$ cat src/rtl/let_frame_parser.sv
// Command-frame parser: AA 55 CMD LEN_H LEN_L DATA[LEN] CHK, with CHK the 8-bit sum of CMD..DATA.
// Payload bytes are streamed with their index; frame end reports cmd_done or cmd_error.
module let_frame_parser #(
   parameter int unsigned MAX_PAYLOAD_LEN = 256,
   parameter int unsigned TIMEOUT_CYCLES  = 100000
) (
   input  logic        clk,
   input  logic        rst_n,
   input  logic [7:0]  usb_data_in,
   input  logic        usb_data_valid_in,
   output logic [7:0]  cmd_out,
   output logic [15:0] cmd_length,
   output logic        cmd_start,
   output logic [7:0]  payload_data,
   output logic        payload_valid,
   output logic [15:0] payload_index,
   output logic        cmd_done,
   output logic        cmd_error,
   output logic        busy
);

   localparam int unsigned TW = $clog2(TIMEOUT_CYCLES + 1);

   typedef enum logic [2:0] {
      S_IDLE,
      S_SOF2,
      S_CMD,
      S_LEN_H,
      S_LEN_L,
      S_DATA,
      S_CHK
   } state_t;

   state_t        state, state_nxt;
   logic [7:0]    chk, chk_nxt;
   logic [15:0]   count, count_nxt;
   logic [TW-1:0] tmo, tmo_nxt;
   logic [7:0]    cmd_out_nxt, payload_data_nxt;
   logic [15:0]   cmd_length_nxt, payload_index_nxt, len_full;
   logic          cmd_start_nxt, payload_valid_nxt, cmd_done_nxt, cmd_error_nxt;

   assign len_full = {cmd_length[15:8], usb_data_in};

   always_ff @(posedge clk or negedge rst_n) begin
      if (!rst_n) begin
         state         <= S_IDLE;
         chk           <= '0;
         count         <= '0;
         tmo           <= '0;
         cmd_out       <= '0;
         cmd_length    <= '0;
         cmd_start     <= 1'b0;
         payload_data  <= '0;
         payload_valid <= 1'b0;
         payload_index <= '0;
         cmd_done      <= 1'b0;
         cmd_error     <= 1'b0;
         busy          <= 1'b0;
      end else begin
         state         <= state_nxt;
         chk           <= chk_nxt;
         count         <= count_nxt;
         tmo           <= tmo_nxt;
         cmd_out       <= cmd_out_nxt;
         cmd_length    <= cmd_length_nxt;
         cmd_start     <= cmd_start_nxt;
         payload_data  <= payload_data_nxt;
         payload_valid <= payload_valid_nxt;
         payload_index <= payload_index_nxt;
         cmd_done      <= cmd_done_nxt;
         cmd_error     <= cmd_error_nxt;
         busy          <= (state_nxt != S_IDLE);
      end
   end

   always_comb begin
      state_nxt         = state;
      chk_nxt           = chk;
      count_nxt         = count;
      tmo_nxt           = tmo;
      cmd_out_nxt       = cmd_out;
      cmd_length_nxt    = cmd_length;
      payload_data_nxt  = payload_data;
      payload_index_nxt = payload_index;
      cmd_start_nxt     = 1'b0;
      payload_valid_nxt = 1'b0;
      cmd_done_nxt      = 1'b0;
      cmd_error_nxt     = 1'b0;

      if (usb_data_valid_in) begin
         tmo_nxt = '0;
         unique case (state)
            S_IDLE: if (usb_data_in == 8'hAA) state_nxt = S_SOF2;
            S_SOF2: begin
               if (usb_data_in == 8'h55)      state_nxt = S_CMD;
               else if (usb_data_in != 8'hAA) state_nxt = S_IDLE;
            end
            S_CMD: begin
               cmd_out_nxt = usb_data_in;
               chk_nxt     = usb_data_in;
               state_nxt   = S_LEN_H;
            end
            S_LEN_H: begin
               cmd_length_nxt[15:8] = usb_data_in;
               chk_nxt              = chk + usb_data_in;
               state_nxt            = S_LEN_L;
            end
            S_LEN_L: begin
               cmd_length_nxt[7:0] = usb_data_in;
               chk_nxt             = chk + usb_data_in;
               count_nxt           = '0;
               cmd_start_nxt       = 1'b1;
               if (len_full == 16'd0) begin
                  state_nxt = S_CHK;
               end else if (32'(len_full) > 32'(MAX_PAYLOAD_LEN)) begin
                  cmd_error_nxt = 1'b1;
                  state_nxt     = S_IDLE;
               end else begin
                  state_nxt = S_DATA;
               end
            end
            S_DATA: begin
               payload_valid_nxt = 1'b1;
               payload_data_nxt  = usb_data_in;
               payload_index_nxt = count;
               chk_nxt           = chk + usb_data_in;
               count_nxt         = count + 16'd1;
               if (count + 16'd1 == cmd_length) state_nxt = S_CHK;
            end
            S_CHK: begin
               if (usb_data_in == chk) cmd_done_nxt  = 1'b1;
               else                    cmd_error_nxt = 1'b1;
               state_nxt = S_IDLE;
            end
            default: state_nxt = S_IDLE;
         endcase
      end else if (state != S_IDLE) begin
         // Counter holds the number of idle cycles already elapsed; abort on the last one.
         if (tmo == TW'(TIMEOUT_CYCLES - 1)) begin
            cmd_error_nxt = 1'b1;
            state_nxt     = S_IDLE;
            tmo_nxt       = '0;
         end else begin
            tmo_nxt = tmo + TW'(1);
         end
      end else begin
         tmo_nxt = '0;
      end
   end

endmodule

$ cat config.mk
export PLATFORM = sky130hd
export DESIGN_NAME = let_frame_parser
export DESIGN_NICKNAME = d
export VERILOG_FILES = /design/src/rtl/let_frame_parser.sv
export SDC_FILE = /design/constraint.sdc
export NUM_CORES = 1
export LEC_CHECK = 0
export BUFFER_PORTS_ARGS = -buffer_cell sky130_fd_sc_hd__buf_2
export CORE_ASPECT_RATIO = 1.25
export CORE_MARGIN = 4
export CORE_UTILIZATION = 60
export DETAILED_ROUTE_END_ITERATION = 8
export HOLD_SLACK_MARGIN = 0.12
export PLACE_DENSITY_LB_ADDON = 0.2
export SLEW_MARGIN = 0
export SYNTH_ARGS = -nofsm -noshare
export SYNTH_HDL_FRONTEND = slang
export SYNTH_SLANG_ARGS = --single-unit
$ cat constraint.sdc
create_clock -name clk -period 5.8 [get_ports clk]
set_clock_uncertainty 0.1 [all_clocks]
set_input_delay 0.87 -clock clk [delete_from_list [all_inputs] [get_ports clk]]
set_output_delay 0.87 -clock clk [all_outputs]
set_load 0.01 [all_outputs]
==> metrics.md <==
| Metric | Value |
|---|---|
| Multiplexer area fraction after synthesis | `0.04742` |
| Vias/cell | `5.863` |
| Design area | `5682 um2` |
| Largest family of logic cells by synthesized area | `simple AND/OR/NAND/NOR gates` |
| Highest Clock Rate | `313.8 MHz` |
| Layout Nets | `632` |
| CTS Buf Count | `9` |
| Hold Vio Cnt, Final | `0` |
| Yosys warning total | `0` |
| Critical Path Sink Type | `register` |
| Largest net degree at the start of global routing | `55` |
| Pwr dens | `about 360 nW/um2` |
| Initial DRC Count | `173` |
| Commonest non-fill, non-tap cell in the layout | `nand2_1` |
| Layout Utilization | `0.6895` |
| Max_cap viols | `0` |
| First-pass GRT wire length | `20400 um` |
| Worst path bufs/invs | `0` |
| Hold-fix buffers at CTS | `0` |
| Crit path depth | `8` |
| Fin crit share | `0.5495` |
| Share of layout cells above drive strength 1 | `0.1786` |
| Sequential share of power | `0.445` |
| Share of the synthesized area in the top cell type | `0.4767` |
| Final worst path period need | `3.187 ns` |
| Seq/Total Area, Yosys | `0.4767` |
| Ys async rst share | `1.000` |
| CTS tree | `built` |
| Die W | `90.40 um` |
| Final HPWL DP | `~8500 um` |
| Number of enable flip-flop cells after synthesis | `0` |
| Simple-gate share of the synthesized area | `0.2526` |
| Routed len/inst | `16.99 um` |
| Seq cells post-synth | `97` |
| Crit path max fanout | `8` |
| Total Wirelength | `12120 um` |
| Lkg Pwr | `2.794 nW` |
| Root buf cell | `clkbuf_8` |
| Xor and xnor area share after synthesis | `0.06536` |
| Worst r2r path cells | `8` |
| Slew @ Worst Pin | `0.9173 ns` |
| Cells taking the most area after synthesis | `dfrtp_1 48%, nand2_1 11%, xnor2_1 3.6%` |
| NetSw | `slightly below 0.7 mW` |
| Total die area | `10030 um2` |
| Clk buf depth | `2` |
| Post-Place Cells | `697` |
| Syn avg cell area | `9.045 um2` |
| Count of input and output buffers | `63` |
| Most frequent cells in the layout | `148 x nand2_1, 97 x dfrtp_1, 62 x buf_2` |
| Leading area contributor after synthesis | `dfrtp_1` |
| First-pass DRT Iterations | `4` |
| Antenna violations before repair | `0` |
| Final antenna-violating net count | `0` |
| Slowest CP cell | `or4_1` |
| Starting density of the core | `0.6180` |
| Worst path required time | `5.96 ns` |
| Dpl cell area | `5419 um2` |
| Residual DRC | `0` |
| End point of the critical path | `state[0]$_DFF_PN0_` |
| Core area | `8240 um2` |
| Internal cell power | `roughly 1.4 mW` |
| GR Overflow Total | `0` |
| Cells after synthesis | `563` |
| Clock sink total | `between 90 and 100` |
| Cell family contributing the most delay on the critical path | `simple AND/OR/NAND/NOR gates` |
| Synth Area in Compound Gates | `0.09877` |
| Layout Cells excl Fill | `713` |
| Setup TNS | `0 ns` |
| Hold Path Depth | `2` |
| Switching share of total power | `0.3305` |
| Synth-to-layout area growth | `11.57%` |
| Vias in the first global route | `~4200` |
| Post-CTS Setup Inserts | `0` |
| Flop2flop setup slack | `2.61 ns` |
| Max IR drop VDD | `260.8 uV` |
| Clock latency on the worst-skew pair | `0.37 ns` |
| Worst-path cell chain | `ha_1, nand4_1, or4_1, xnor2_1, a21oi_1, nand4_1, or4_1, a21o_1` |
| Antenna cells | `0` |
| Setup violations, final | `0` |
| CP max stage delay | `0.63 ns` |
| Pins Over Slew Limit | `0` |
| Die Y | `111 um` |
| Crit start category | `register` |
| H-tree depth | `3` |
| Syn nets | `584` |
| Clock power frac | `0.270` |
| Clock slew at reported path FFs | `0.09 ns` |
| Relative slew slack | `0.3878` |
| Worst hold path class | `reg2reg` |
| RR Startpoint | `count[0]$_DFFE_PN0P_` |
| Worst EP arrival | `3.35 ns` |
| Unique masters post-synth | `58` |
| Status | `finished clean` |
| # resized after CTS | `0` |
| Standard-cell rows | `37` |
| Mapped cell area | `5092 um2` |
| Setup CP Type | `reg2reg` |
| Ports | `64` |
| Logic pwr share | `0.284` |
| Synth Area in Adders | `0.02604` |
| DR vias | `4180` |
| RSZ-0062 raised after global routing | `no` |
| Critical R2R Capture | `state[0]$_DFF_PN0_` |
| Total GRT Usage | `0.2529` |
| Worst setup startpoint | `count[0]$_DFFE_PN0P_` |
| GPL Wtd Cong | `0.9072` |
| Synth Flop Type | `dfrtp_1` |
[worst min-delay path, stage by stage, from the launching register on]
cell	delay, ns
dfrtp_1	0.35
nand2_1	0.05
nand2_1	0.05
[synth_stat cells, drive strengths merged, types with 3 or more instances]
| cell | n |
|---|---|
| nor4 | 8 |
| mux2 | 17 |
| xor2 | 17 |
| nor3 | 15 |
| clkbuf | 16 |
| and4 | 3 |
| a21oi | 15 |
| inv | 11 |
| nor2 | 39 |
| ha | 9 |
| mux2i | 5 |
| a22oi | 3 |
| nand2 | 148 |
| buf | 12 |
| and2 | 3 |
| or2 | 5 |
| xnor2 | 21 |
| dfrtp | 97 |
| and3 | 5 |
| a21o | 4 |
| o21ai | 33 |
| nand3 | 19 |
| or3 | 4 |
| nand2b | 3 |
| o31ai | 10 |
| nand4 | 14 |
[power by group through the flow]
| stage | logic, mW | registers [mW] | clock network (mW) |
|---|---|---|---|
| 2_1_floorplan | 0.370 | 0.933 | 0 |
| 3_3_place_gp | 0.566 | 0.926 | 0 |
| 3_5_place_dp | 0.588 | 0.932 | 0 |
| 4_1_cts | 0.590 | 0.918 | 0.567 |
| 5_1_grt | 0.660 | 0.939 | 0.599 |
| 6_report | 0.588 | 0.920 | 0.559 |
[how the worst min path moves through the flow]
stage	startpoint	end	slack [ns]
final	payload_index[8]$_DFFE_PN0P_	payload_index[8]$_DFFE_PN0P_	0.38
after global routing	payload_index[4]$_DFFE_PN0P_	payload_index[4]$_DFFE_PN0P_	0.41
after CTS	payload_index[4]$_DFFE_PN0P_	payload_index[4]$_DFFE_PN0P_	0.38
after detailed placement	payload_index[8]$_DFFE_PN0P_	payload_index[8]$_DFFE_PN0P_	0.36
after global placement	payload_index[10]$_DFFE_PN0P_	payload_index[10]$_DFFE_PN0P_	0.35
after floorplan	chk[0]$_DFFE_PN0P_	chk[0]$_DFFE_PN0P_	0.35
[metrics by stage]
step                hold WS [ns]  worst slack (ns)  total power [mW]
floorplan                 0.3538             3.087             1.303
CTS                       0.3811             2.632             2.075
global route              0.4070             2.485             2.198
finish                    0.3763             2.613             2.067
global placement          0.3529             2.691             1.492
detailed placement        0.3580             2.654             1.520
[sequential cells by signal, summed over array words and instances, names as in the netlist]
name / count
tmo: 17
cmd_length: 16
count: 16
payload_index: 16
chk: 8
cmd_out: 8
payload_data: 8
state: 3
busy: 1
cmd_done: 1
cmd_error: 1
cmd_start: 1
payload_valid: 1
[final cells by class]
class,instances,area (um2)
repair buffers,65,332.8
multi-input cells,427,2496
clock buffers,12,165.2
inverters,11,41.29
flip-flops and latches,97,2427
fillers,661,2559
clock inverters,4,97.59
well taps,97,121.4
[cells by family (layout without fill, tap and decap cells)]
logic type / Yosys count / after routing
AO/OA/AOI/OAI: 81 / 81
XOR/XNOR: 38 / 38
adder cells (fa/ha/maj): 10 / 10
buffers and inverters: 39 / 92
flip-flops: 97 / 97
multiplexers: 22 / 22
AND/OR/NAND/NOR: 276 / 276
[metal layers]
metal	part of all wire	GRT usage
met2	0.53	0.4377
met5	0	0
met4	0.028	0.1011
met3	0.041	0.05092
met1	0.40	0.3084
No activity file was read; power rests on OpenSTA's default activity.
